`config.mk`:
```
export PLATFORM = sky130hd
export DESIGN_NAME = exp_sequencer_flat
export DESIGN_NICKNAME = d
export VERILOG_FILES = /design/src/rtl/exp_sequencer_pkg.sv /design/src/rtl/exp_sequencer_if.sv /design/src/rtl/exp_sequencer_cause_sel.sv /design/src/rtl/exp_sequencer.sv /design/src/flat_wrapper.sv
export SDC_FILE = /design/constraint.sdc
export NUM_CORES = 1
export LEC_CHECK = 0
export BUFFER_PORTS_ARGS = -buffer_cell sky130_fd_sc_hd__buf_4
export CAP_MARGIN = 15
export CORE_MARGIN = 2
export CORE_UTILIZATION = 35
export DETAILED_ROUTE_END_ITERATION = 7
export PLACE_DENSITY = 0.72
export SYNTH_ARGS = -nofsm -noshare
export SYNTH_HDL_FRONTEND = slang
export SYNTH_HIERARCHICAL = 1
export SYNTH_SLANG_ARGS = --single-unit
```
`constraint.sdc`:
```
create_clock -name clk -period 3.96 [get_ports clk]
set_input_delay 0.594 -clock clk [delete_from_list [all_inputs] [get_ports clk]]
set_output_delay 0.594 -clock clk [all_outputs]
set_load 0.02 [all_outputs]
```
`src/rtl/exp_sequencer_pkg.sv`:
```
// Shared definitions for the exception sequencer.
//   state_e         : 2-bit sequencer state encoding (IDLE, DRAIN, VECTOR, IN_ISR)
//   PF_VECTOR_DEF   : default page-fault vector
//   GP_VECTOR_DEF   : default protection (segment-limit / RW) vector
//   IDT_SHIFT       : log2 of the IDT entry size (8 bytes)
//   idt_entry_addr  : IDT base + vector * 8, wrapping at 32 bits
package exp_sequencer_pkg;

  typedef enum logic [1:0] {
    ST_IDLE   = 2'd0,
    ST_DRAIN  = 2'd1,
    ST_VECTOR = 2'd2,
    ST_IN_ISR = 2'd3
  } state_e;

  localparam logic [7:0] PF_VECTOR_DEF = 8'd14;
  localparam logic [7:0] GP_VECTOR_DEF = 8'd13;
  localparam int unsigned IDT_SHIFT = 3;

  function automatic logic [31:0] idt_entry_addr(input logic [31:0] base,
                                                 input logic [7:0]  vec);
    logic [31:0] offset;
    offset = {24'b0, vec} << IDT_SHIFT;
    return base + offset;
  endfunction

endpackage

```
`src/rtl/exp_sequencer_if.sv`:
```
// Bus between the pipeline and the exception sequencer.
//   master : pipeline side (drives exception summary, interrupt, drain/IRET
//            status; receives flush/stall/redirect/handler state)
//   slave  : sequencer side
// Signal names follow the pipeline's existing naming.
interface exp_sequencer_if;
  logic        v_ro_valid;
  logic        dc_exp;
  logic        dc_prot_exp;
  logic        dc_page_fault;
  logic        dc_rd_exp;
  logic        dc_wr_exp;
  logic [31:0] mem_rd_addr;
  logic [31:0] mem_wr_addr;
  logic [31:0] ro_eip;
  logic        ext_int;
  logic [7:0]  ext_int_vec;
  logic        pipe_empty;
  logic        iret_done;

  logic        flush;
  logic        stall_ro;
  logic        isr;
  logic        redirect_valid;
  logic [31:0] redirect_addr;
  logic [7:0]  exp_vector;
  logic [31:0] saved_eip;
  logic [31:0] cr2;
  logic        double_fault;

  modport master (
    output v_ro_valid, dc_exp, dc_prot_exp, dc_page_fault, dc_rd_exp, dc_wr_exp,
           mem_rd_addr, mem_wr_addr, ro_eip, ext_int, ext_int_vec, pipe_empty,
           iret_done,
    input  flush, stall_ro, isr, redirect_valid, redirect_addr, exp_vector,
           saved_eip, cr2, double_fault
  );

  modport slave (
    input  v_ro_valid, dc_exp, dc_prot_exp, dc_page_fault, dc_rd_exp, dc_wr_exp,
           mem_rd_addr, mem_wr_addr, ro_eip, ext_int, ext_int_vec, pipe_empty,
           iret_done,
    output flush, stall_ro, isr, redirect_valid, redirect_addr, exp_vector,
           saved_eip, cr2, double_fault
  );
endinterface

```
`src/rtl/exp_sequencer_cause_sel.sv`:
```
// exp_cause_sel: combinational cause selection for the exception sequencer.
// Ports:
//   v_ro_valid_i, dc_*_i      : read-operand stage dcache exception summary
//   mem_rd_addr_i/mem_wr_addr_i: linear addresses of the faulting accesses
//   ext_int_i, ext_int_vec_i  : external interrupt request and its vector
//   take_o                    : something is to be taken this cycle
//   vector_o                  : vector for the winning cause
//   cr2_load_o, cr2_addr_o    : CR2 update request and value
module exp_cause_sel
  import exp_sequencer_pkg::*;
#(
  parameter logic [7:0] PF_VECTOR = PF_VECTOR_DEF,
  parameter logic [7:0] GP_VECTOR = GP_VECTOR_DEF
) (
  input  logic        v_ro_valid_i,
  input  logic        dc_exp_i,
  input  logic        dc_prot_exp_i,
  input  logic        dc_page_fault_i,
  input  logic        dc_rd_exp_i,
  input  logic        dc_wr_exp_i,
  input  logic [31:0] mem_rd_addr_i,
  input  logic [31:0] mem_wr_addr_i,
  input  logic        ext_int_i,
  input  logic [7:0]  ext_int_vec_i,
  output logic        take_o,
  output logic [7:0]  vector_o,
  output logic        cr2_load_o,
  output logic [31:0] cr2_addr_o
);

  logic       exc;
  logic [7:0] exc_vec;

  assign exc = v_ro_valid_i & dc_exp_i;

  // Page fault wins over a protection hit; an exception with no page-fault
  // classification is reported as a protection fault.
  always_comb begin
    exc_vec = GP_VECTOR;
    case ({dc_page_fault_i, dc_prot_exp_i})
      2'b10, 2'b11: exc_vec = PF_VECTOR;
      default:      exc_vec = GP_VECTOR;
    endcase
  end

  // Read side wins when both sides fault; with no side flagged the write
  // address is used.
  always_comb begin
    cr2_addr_o = mem_wr_addr_i;
    case ({dc_rd_exp_i, dc_wr_exp_i})
      2'b10, 2'b11: cr2_addr_o = mem_rd_addr_i;
      default:      cr2_addr_o = mem_wr_addr_i;
    endcase
  end

  // A data-cache exception always beats an external interrupt; the interrupt
  // is a level and is picked up again once the handler returns.
  assign take_o     = exc | ext_int_i;
  assign vector_o   = exc ? exc_vec : ext_int_vec_i;
  assign cr2_load_o = exc & dc_page_fault_i;

endmodule

```
`src/rtl/exp_sequencer.sv`:
```
// exp_sequencer: exception / interrupt entry sequencer.
// Captures cause, vector, faulting EIP and CR2 from the read-operand stage,
// flushes younger work, waits for the pipe to drain, redirects fetch to the
// IDT entry and holds isr until IRET retires.
// Ports:
//   clk  : core clock
//   rst  : asynchronous reset, active-high
//   bus  : exp_sequencer_if.slave
//          inputs  v_ro_valid, dc_exp, dc_prot_exp, dc_page_fault, dc_rd_exp,
//                  dc_wr_exp, mem_rd_addr, mem_wr_addr, ro_eip, ext_int,
//                  ext_int_vec, pipe_empty, iret_done
//          outputs flush, stall_ro, isr, redirect_valid, redirect_addr,
//                  exp_vector, saved_eip, cr2, double_fault
// All outputs are registered except redirect_addr, which is derived
// combinationally from the captured vector.
module exp_sequencer
  import exp_sequencer_pkg::*;
#(
  parameter logic [31:0] IDT_BASE  = 32'h0000_0000,
  parameter logic [7:0]  PF_VECTOR = PF_VECTOR_DEF,
  parameter logic [7:0]  GP_VECTOR = GP_VECTOR_DEF
) (
  input logic           clk,
  input logic           rst,
  exp_sequencer_if.slave bus
);

  state_e      state_q, state_d;
  logic        flush_q, flush_d;
  logic        stall_q, stall_d;
  logic        isr_q, isr_d;
  logic        redir_q, redir_d;
  logic [7:0]  vec_q, vec_d;
  logic [31:0] eip_q, eip_d;
  logic [31:0] cr2_q, cr2_d;
  logic        df_q, df_d;

  logic        sel_take;
  logic [7:0]  sel_vec;
  logic        sel_cr2_load;
  logic [31:0] sel_cr2_addr;

  exp_cause_sel #(
    .PF_VECTOR (PF_VECTOR),
    .GP_VECTOR (GP_VECTOR)
  ) u_cause_sel (
    .v_ro_valid_i    (bus.v_ro_valid),
    .dc_exp_i        (bus.dc_exp),
    .dc_prot_exp_i   (bus.dc_prot_exp),
    .dc_page_fault_i (bus.dc_page_fault),
    .dc_rd_exp_i     (bus.dc_rd_exp),
    .dc_wr_exp_i     (bus.dc_wr_exp),
    .mem_rd_addr_i   (bus.mem_rd_addr),
    .mem_wr_addr_i   (bus.mem_wr_addr),
    .ext_int_i       (bus.ext_int),
    .ext_int_vec_i   (bus.ext_int_vec),
    .take_o          (sel_take),
    .vector_o        (sel_vec),
    .cr2_load_o      (sel_cr2_load),
    .cr2_addr_o      (sel_cr2_addr)
  );

  always_ff @(posedge clk or posedge rst) begin
    if (rst) begin
      state_q <= ST_IDLE;
      flush_q <= 1'b0;
      stall_q <= 1'b0;
      isr_q   <= 1'b0;
      redir_q <= 1'b0;
      vec_q   <= 8'h00;
      eip_q   <= 32'h0;
      cr2_q   <= 32'h0;
      df_q    <= 1'b0;
    end else begin
      state_q <= state_d;
      flush_q <= flush_d;
      stall_q <= stall_d;
      isr_q   <= isr_d;
      redir_q <= redir_d;
      vec_q   <= vec_d;
      eip_q   <= eip_d;
      cr2_q   <= cr2_d;
      df_q    <= df_d;
    end
  end

  // Outputs are the next-state values registered, so every control output
  // appears in the cycle of the state it belongs to.
  always_comb begin
    state_d = state_q;
    flush_d = 1'b0;
    stall_d = 1'b0;
    isr_d   = 1'b0;
    redir_d = 1'b0;
    vec_d   = vec_q;
    eip_d   = eip_q;
    cr2_d   = cr2_q;
    df_d    = df_q;

    unique case (state_q)
      ST_IDLE: begin
        if (sel_take) begin
          state_d = ST_DRAIN;
          flush_d = 1'b1;
          stall_d = 1'b1;
          vec_d   = sel_vec;
          // The faulting / interrupted instruction restarts after IRET.
          eip_d   = bus.ro_eip;
          if (sel_cr2_load) cr2_d = sel_cr2_addr;
        end
      end
      ST_DRAIN: begin
        stall_d = 1'b1;
        if (bus.pipe_empty) begin
          state_d = ST_VECTOR;
          redir_d = 1'b1;
          isr_d   = 1'b1;
        end
      end
      ST_VECTOR: begin
        state_d = ST_IN_ISR;
        isr_d   = 1'b1;
      end
      ST_IN_ISR: begin
        isr_d = 1'b1;
        if (bus.iret_done) begin
          // A simultaneous exception is not a double fault: it is seen again
          // from IDLE on the following cycle.
          state_d = ST_IDLE;
          isr_d   = 1'b0;
        end else if (bus.v_ro_valid && bus.dc_exp) begin
          df_d = 1'b1;
        end
      end
      default: state_d = ST_IDLE;
    endcase
  end

  assign bus.flush          = flush_q;
  assign bus.stall_ro       = stall_q;
  assign bus.isr            = isr_q;
  assign bus.redirect_valid = redir_q;
  assign bus.redirect_addr  = idt_entry_addr(IDT_BASE, vec_q);
  assign bus.exp_vector     = vec_q;
  assign bus.saved_eip      = eip_q;
  assign bus.cr2            = cr2_q;
  assign bus.double_fault   = df_q;

endmodule

```
`src/flat_wrapper.sv`:
```
// flat-port wrapper written by rule: the top's interface ports become plain ports
module exp_sequencer_flat import exp_sequencer_pkg::*;
#(
  parameter logic [31:0] IDT_BASE  = 32'h0000_0000,
  parameter logic [7:0]  PF_VECTOR = PF_VECTOR_DEF,
  parameter logic [7:0]  GP_VECTOR = GP_VECTOR_DEF
)
  (clk, rst, bus_v_ro_valid, bus_dc_exp, bus_dc_prot_exp, bus_dc_page_fault, bus_dc_rd_exp, bus_dc_wr_exp, bus_mem_rd_addr, bus_mem_wr_addr, bus_ro_eip, bus_ext_int, bus_ext_int_vec, bus_pipe_empty, bus_iret_done, bus_flush, bus_stall_ro, bus_isr, bus_redirect_valid, bus_redirect_addr, bus_exp_vector, bus_saved_eip, bus_cr2, bus_double_fault);
  exp_sequencer_if bus_i ();
  input logic clk;
  input logic rst;
  input wire logic [$bits(bus_i.v_ro_valid)-1:0] bus_v_ro_valid;
  input wire logic [$bits(bus_i.dc_exp)-1:0] bus_dc_exp;
  input wire logic [$bits(bus_i.dc_prot_exp)-1:0] bus_dc_prot_exp;
  input wire logic [$bits(bus_i.dc_page_fault)-1:0] bus_dc_page_fault;
  input wire logic [$bits(bus_i.dc_rd_exp)-1:0] bus_dc_rd_exp;
  input wire logic [$bits(bus_i.dc_wr_exp)-1:0] bus_dc_wr_exp;
  input wire logic [$bits(bus_i.mem_rd_addr)-1:0] bus_mem_rd_addr;
  input wire logic [$bits(bus_i.mem_wr_addr)-1:0] bus_mem_wr_addr;
  input wire logic [$bits(bus_i.ro_eip)-1:0] bus_ro_eip;
  input wire logic [$bits(bus_i.ext_int)-1:0] bus_ext_int;
  input wire logic [$bits(bus_i.ext_int_vec)-1:0] bus_ext_int_vec;
  input wire logic [$bits(bus_i.pipe_empty)-1:0] bus_pipe_empty;
  input wire logic [$bits(bus_i.iret_done)-1:0] bus_iret_done;
  output wire logic [$bits(bus_i.flush)-1:0] bus_flush;
  output wire logic [$bits(bus_i.stall_ro)-1:0] bus_stall_ro;
  output wire logic [$bits(bus_i.isr)-1:0] bus_isr;
  output wire logic [$bits(bus_i.redirect_valid)-1:0] bus_redirect_valid;
  output wire logic [$bits(bus_i.redirect_addr)-1:0] bus_redirect_addr;
  output wire logic [$bits(bus_i.exp_vector)-1:0] bus_exp_vector;
  output wire logic [$bits(bus_i.saved_eip)-1:0] bus_saved_eip;
  output wire logic [$bits(bus_i.cr2)-1:0] bus_cr2;
  output wire logic [$bits(bus_i.double_fault)-1:0] bus_double_fault;
  assign bus_i.v_ro_valid = bus_v_ro_valid;
  assign bus_i.dc_exp = bus_dc_exp;
  assign bus_i.dc_prot_exp = bus_dc_prot_exp;
  assign bus_i.dc_page_fault = bus_dc_page_fault;
  assign bus_i.dc_rd_exp = bus_dc_rd_exp;
  assign bus_i.dc_wr_exp = bus_dc_wr_exp;
  assign bus_i.mem_rd_addr = bus_mem_rd_addr;
  assign bus_i.mem_wr_addr = bus_mem_wr_addr;
  assign bus_i.ro_eip = bus_ro_eip;
  assign bus_i.ext_int = bus_ext_int;
  assign bus_i.ext_int_vec = bus_ext_int_vec;
  assign bus_i.pipe_empty = bus_pipe_empty;
  assign bus_i.iret_done = bus_iret_done;
  assign bus_flush = bus_i.flush;
  assign bus_stall_ro = bus_i.stall_ro;
  assign bus_isr = bus_i.isr;
  assign bus_redirect_valid = bus_i.redirect_valid;
  assign bus_redirect_addr = bus_i.redirect_addr;
  assign bus_exp_vector = bus_i.exp_vector;
  assign bus_saved_eip = bus_i.saved_eip;
  assign bus_cr2 = bus_i.cr2;
  assign bus_double_fault = bus_i.double_fault;
  exp_sequencer #(.IDT_BASE(IDT_BASE), .PF_VECTOR(PF_VECTOR), .GP_VECTOR(GP_VECTOR)) u_core (.clk(clk), .rst(rst), .bus(bus_i));
endmodule
```
==> flow_summary.json, run 1 <==
{
  "cts_tree": "done",
  "core_um2": 11300,
  "post_cts.repair.setup_buffers": 0,
  "yosys.area_share.simple": 0.0257,
  "htree_num_levels": 3,
  "seq_area_frac_synth": 0.495,
  "dieArea_um2": 12300,
  "insertion_delay_ps": 330,
  "grt_usage": 0.130,
  "post-route-period-util": 0.495,
  "post_drt_via_cell_ratio": 4.36,
  "fmax_ghz": 0.511,
  "finalMaxSlewViolations": 0,
  "drt_iter0_drc": 102,
  "slowest_delay_ps": 440,
  "antenna_found_initial": 0,
  "grt_max_degree": 43,
  "wl_per_cell_um": 13.5,
  "grt_pass1_wl_um": 12900,
  "cellLeakagePower_nw": 3.02,
  "drt_drc_violations_left": 0,
  "status": "complete, no violations",
  "crit_path_end_kind": "flip-flop",
  "cts_resized": 0,
  "row_count": 39,
  "final_nets": 570,
  "final.setup.tns_ps": 0,
  "drt-total-wl_um": 8080,
  "die_h_um": 111,
  "die_w_um": 111,
  "numCtsBuffers": 9,
  "p_seq_frac": 0.322,
  "synth_xor_area_frac": 0,
  "port_buffers": 197,
  "hold_buffers": 0,
  "yosys-mux-area-fraction": 0.355,
  "hold_violations": 0,
  "dp_hpwl_um": 6250,
  "p_per_area_nw_per_um2": 784,
  "fill_cells": 961,
  "crit_arrival_ps": 2170,
  "synth_warnings": 6,
  "start_kind": "input pin",
  "overflow": 0,
  "final_cell_mix": "buf_4 (199), dfrtp_1 (79), mux2_4 (60)",
  "cp_max_fo": 32,
  "post-route-min-period_ps": 1960,
  "whs_ps": 341,
  "tightestPinTransition_ps": 664,
  "place.gp.congestion": 0.767,
  "crit_required_ps": 4170,
  "max_cap_viol_count": 0,
  "vias": 2611,
  "yosysUniqueCellTypes": 24,
  "fin_worst_skew_ps": 6.79,
  "ir_drop_uv": 409,
  "root_buffer": "clkbuf_16",
  "comb_power_share": 0.477,
  "antenna_left": 0,
  "mostFrequentLayoutCell": "buf_4",
  "synth_adder_area_share": 0.0125,
  "p_sw_frac": 0.351,
  "path_clk_slew_ps": 60,
  "slew_headroom": 0.557,
  "worstPathCellList": "buf_4 -> nand2_1 -> nand2b_1 -> and2_2 -> nand2_4 -> mux2_2",
  "clock-sinks": 79,
  "clockBufferDepth": 2,
  "crit_path_top_delay_cell": "nand2_4",
  "hold_path_class": "input pin to async pin",
  "grt_pass1_vias": 2683,
  "start_util": 0.354,
  "p_switching_mw": 1.57,
  "antenna_cells": 0,
  "setup_violations": 0,
  "syn_area_per_cell_um2": 15.2,
  "synthCells": 262,
  "synth_top_family_by_area": "multiplexers",
  "power.internal_mw": 2.90,
  "synth-seq-cells": 79,
  "rsz0062_at_grt": "no",
  "syn2layout_area_growth_pct": 42.8,
  "synth-compound-area-share": 0.00971,
  "netlist_area_um2": 4000,
  "pin_count": 224,
  "power_frac_clock": 0.201,
  "firstDrtPassIters": 4,
  "layout-drive-gt1-share": 0.713,
  "crit_type": "input pin to flip-flop"
}
==> path summary, 6_finish.rpt <==
path,startpoint,to,slack (ps),cells past startpoint
setup / recovery,bus_v_ro_valid,u_core/bus.cr2[10],2000,6
hold / removal,rst,u_core/bus.cr2[27],340,2
setup reg to reg,u_core/state_q[0],u_core/bus.cr2[10],2040,5
hold reg to reg,u_core/bus.double_fault,u_core/bus.double_fault,470,1
max in group asynchronous,rst,u_core/bus.saved_eip[9],2650,3
min in group clk,u_core/bus.double_fault,u_core/bus.double_fault,470,1
==> flip-flops by register name, indices dropped and copies added (netlist names) <==
name,flops
u_core/bus.stall_ro,1
u_core/bus.saved_eip,32
u_core/bus.redirect_valid,1
u_core/bus.isr,1
u_core/state_q,2
u_core/bus.exp_vector,8
u_core/bus.cr2,32
u_core/bus.double_fault,1
u_core/bus.flush,1
==> kinds of logic (layout without fill, tap and decap cells) <==
| logic type | count (synthesis) | in the layout |
|---|---|---|
| muxes | 106 | 106 |
| DFF | 79 | 79 |
| buffers and inverters | 50 | 221 |
| and+or+nand+nor | 17 | 17 |
| other | 1 | 24 |
| AOI/OAI and AO/OA | 5 | 5 |
| adders and majority gates | 4 | 4 |
==> layout make-up <==
type                    instances  area [um2]  area share
clock inverters                 6        91.3      0.0160
multi-input cells             156        1700       0.298
inverters                       6        23.8     0.00417
clock buffers                  10         239      0.0419
flip-flops and latches         79        1980       0.347
repair buffers                199        1490       0.262
well taps                     143         179      0.0314
==> critical path: cells and delay by family <==
family                 cells  cell delay [ps]
buffers and inverters      1              120
muxes                      1              400
and+or+nand+nor            4             1020
==> synthesized netlist by cell type <==
cell type / n / area [um2]
buf_12: 3 / 60.1
dfrtp_1: 79 / 1980
a31o_2: 1 / 8.76
nor2b_1: 1 / 6.26
and3_1: 1 / 6.26
nand2_4: 1 / 11.3
inv_1: 6 / 22.5
nand2b_1: 3 / 18.8
nor3_1: 1 / 5.00
nand2_1: 1 / 3.75
mux2i_1: 1 / 10.0
nor2_1: 2 / 7.51
conb_1: 1 / 3.75
ha_1: 4 / 50.1
mux2_4: 60 / 901
a21o_1: 1 / 7.51
buf_6: 4 / 45.0
buf_4: 37 / 278
or2_2: 1 / 6.26
mux2_2: 45 / 507
a221oi_1: 1 / 8.76
and2_1: 6 / 37.5
a2bb2oi_1: 1 / 8.76
a21oi_1: 1 / 5.00
==> per-layer routing <==
metal / vias to the layer above / track usage / share of wire / wire length, um
met1: 1236 / 0.157 / 0.41 / 3340
met2: 145 / 0.209 / 0.47 / 3770
li1: 1221 / - / - / -
met4: 0 / 0.0425 / 0.013 / 101
met5: - / 0 / 0 / 0
met3: 9 / 0.0596 / 0.11 / 868
==> metrics by stage <==
step	setup slack (ps)	cells	utilization	cell area [um2]	power (mW)
after detailed placement	1640	583	0.477	5370	3.61
after global routing	1930	599	0.506	5700	4.71
after global placement	1660	583	0.477	5370	3.56
after floorplan	1340	285	-	4080	2.78
final	2000	599	0.506	5700	4.47
after CTS	1990	599	0.506	5700	4.53
==> power groups by stage <==
| stage | combinational (mW) | sequential [mW] | clock, mW |
|---|---|---|---|
| global placement | 2.12 | 1.44 | 0 |
| global route | 2.25 | 1.50 | 0.962 |
| floorplan | 0.863 | 1.91 | 0 |
| finish | 2.13 | 1.44 | 0.898 |
| CTS | 2.16 | 1.45 | 0.925 |
| detailed placement | 2.16 | 1.45 | 0 |
Note: power is estimated with default switching activity, not from simulation.
==> inputs of run 2 (changes only) <==
--- a/config.mk
+++ b/config.mk
@@ -10,7 +10,7 @@
 export CORE_MARGIN = 2
 export CORE_UTILIZATION = 35
 export DETAILED_ROUTE_END_ITERATION = 7
-export PLACE_DENSITY = 0.72
+export PLACE_DENSITY = 0.74
 export SYNTH_ARGS = -nofsm -noshare
 export SYNTH_HDL_FRONTEND = slang
 export SYNTH_HIERARCHICAL = 1
==> constraint.sdc (replaced) <==
create_clock -name clk -period 1.77 [get_ports clk]
set_input_delay 0.2655 -clock clk [delete_from_list [all_inputs] [get_ports clk]]
set_output_delay 0.2655 -clock clk [all_outputs]
set_load 0.02 [all_outputs]
==> flow_summary.json, run 2 (synthesized netlist as in run 1, its figures left out) <==
{
  "layout-drive-gt1-share": 0.720,
  "r2r_slack_ps": 130,
  "crit_path_end_kind": "flip-flop",
  "insertion_delay_ps": 320,
  "dp_hpwl_um": 6320,
  "crit_type": "flip-flop to flip-flop",
  "clockBufferDepth": 2,
  "grt_pass1_vias": 2710,
  "r2r_end": "u_core/bus.cr2[13]",
  "final_nets": 577,
  "fin_worst_skew_ps": 3.91,
  "grt_pass1_wl_um": 13400,
  "htree_num_levels": 3,
  "die_w_um": 111,
  "final.setup.tns_ps": 0,
  "firstDrtPassIters": 4,
  "finalMaxSlewViolations": 0,
  "antenna_cells": 0,
  "start_util": 0.354,
  "path_clk_slew_ps": 60,
  "drt_drc_violations_left": 0,
  "status": "complete, no violations",
  "crit_required_ps": 1980,
  "pin_count": 224,
  "core_um2": 11300,
  "drt-total-wl_um": 8390,
  "hold_violations": 0,
  "dieArea_um2": 12300,
  "grt_max_degree": 80,
  "post_drt_via_cell_ratio": 4.39,
  "grt_usage": 0.135,
  "numCtsBuffers": 9,
  "hold_path_class": "input pin to async pin",
  "setup_violations": 0,
  "place.gp.congestion": 0.793,
  "antenna_left": 0,
  "postLayoutCoreUtil": 0.519,
  "row_count": 39,
  "die_h_um": 111,
  "overflow": 0,
  "cts_tree": "done",
  "ir_drop_uv": 904,
  "drt_iter0_drc": 64,
  "fmax_ghz": 0.610,
  "rr_worst_depth": 6,
  "antenna_found_initial": 0,
  "final_cell_mix": "buf_4 (200), dfrtp_1 (79), mux2_4 (60)",
  "rsz0062_at_grt": "no",
  "crit_arrival_ps": 1850,
  "post-route-period-util": 0.926,
  "syn2layout_area_growth_pct": 46.5,
  "port_buffers": 197,
  "max_cap_viol_count": 0,
  "start_kind": "flip-flop",
  "cellLeakagePower_nw": 3.08,
  "wl_per_cell_um": 13.9,
  "post-route-min-period_ps": 1640,
  "fill_cells": 973,
  "worstReg2RegStart": "u_core/state_q[0]",
  "root_buffer": "clkbuf_16",
  "p_per_area_nw_per_um2": 1740,
  "cp_max_fo": 16,
  "vias": 2652,
  "clock-sinks": 79,
  "mostFrequentLayoutCell": "buf_4"
}
==> run 2: cell types whose count changed in the layout (fill, tap and decap cells not counted), sizes merged <==
cell / change
buf: +6
clkinv: -2
inv: -2
bufinv: +1
clkbuf: +1
clkinvlp: +1
==> run 2: timing repair <==
| item | CTS | global route |
|---|---|---|
| endpoints found under the setup margin | 0 | 59 |
| setup buffers | 0 | 0 |
| hold buffers | 0 | 0 |
| resized for setup | 0 | 3 |
==> run 2: area by class of cell <==
type	count	area (um2)	share of cell area
multi-input combinational	156	1710	0.292
timing repair buffer	206	1630	0.278
sequential	79	1980	0.338
tap	143	179	0.0306
clock inverter	4	95.1	0.0162
clock buffer	10	239	0.0408
inverter	6	26.3	0.00449
==> run 2: how the worst max path moves through the flow <==
stage / start / end / slack [ps]
after floorplan: u_core/state_q[0] / u_core/bus.cr2[0] / 160
after global placement: u_core/state_q[0] / u_core/bus.cr2[13] / 130
after detailed placement: u_core/state_q[0] / u_core/bus.saved_eip[15] / 80
after CTS: u_core/state_q[0] / u_core/bus.saved_eip[15] / 70
after global routing: u_core/state_q[0] / u_core/bus.cr2[18] / 50
final: u_core/state_q[0] / u_core/bus.cr2[13] / 130
==> run 2: metal layers <==
| metal | global-route usage | share of wire |
|---|---|---|
| met1 | 0.162 | 0.40 |
| met2 | 0.226 | 0.50 |
| met3 | 0.0399 | 0.086 |
| met4 | 0.0558 | 0.014 |
| met5 | 0 | 0 |
==> run 2: power breakdown <==
group | total (mW) | switching (mW) | internal [mW] | leakage [nW]
Sequential | 3.24 | 0.526 | 2.72 | 0.961
Combinational | 4.86 | 2.28 | 2.58 | 1.96
Clock | 2.06 | 0.667 | 1.40 | 0.164
Total | 10.2 | 3.48 | 6.69 | 3.08
==> run 2: through the flow <==
stage               area [um2]  hold WS (ps)  cells  power, mW  setup WS (ps)
finish                    5850          41.6    604       10.2            131
global route              5850          77.6    604       10.7           46.6
CTS                       5820          71.3    603       10.2           74.8
detailed placement        5480           424    589       8.12           78.3
global placement          5480           413    589       8.01            134
floorplan                 4090           417    285       6.22            155
==> run 2: critical path: stages (launching register included) <==
cell and delay, ps:
dfrtp_1 420, inv_1 110, ha_2 220, and2_4 200, nand2_4 90, buf_12 170, mux2_4 300
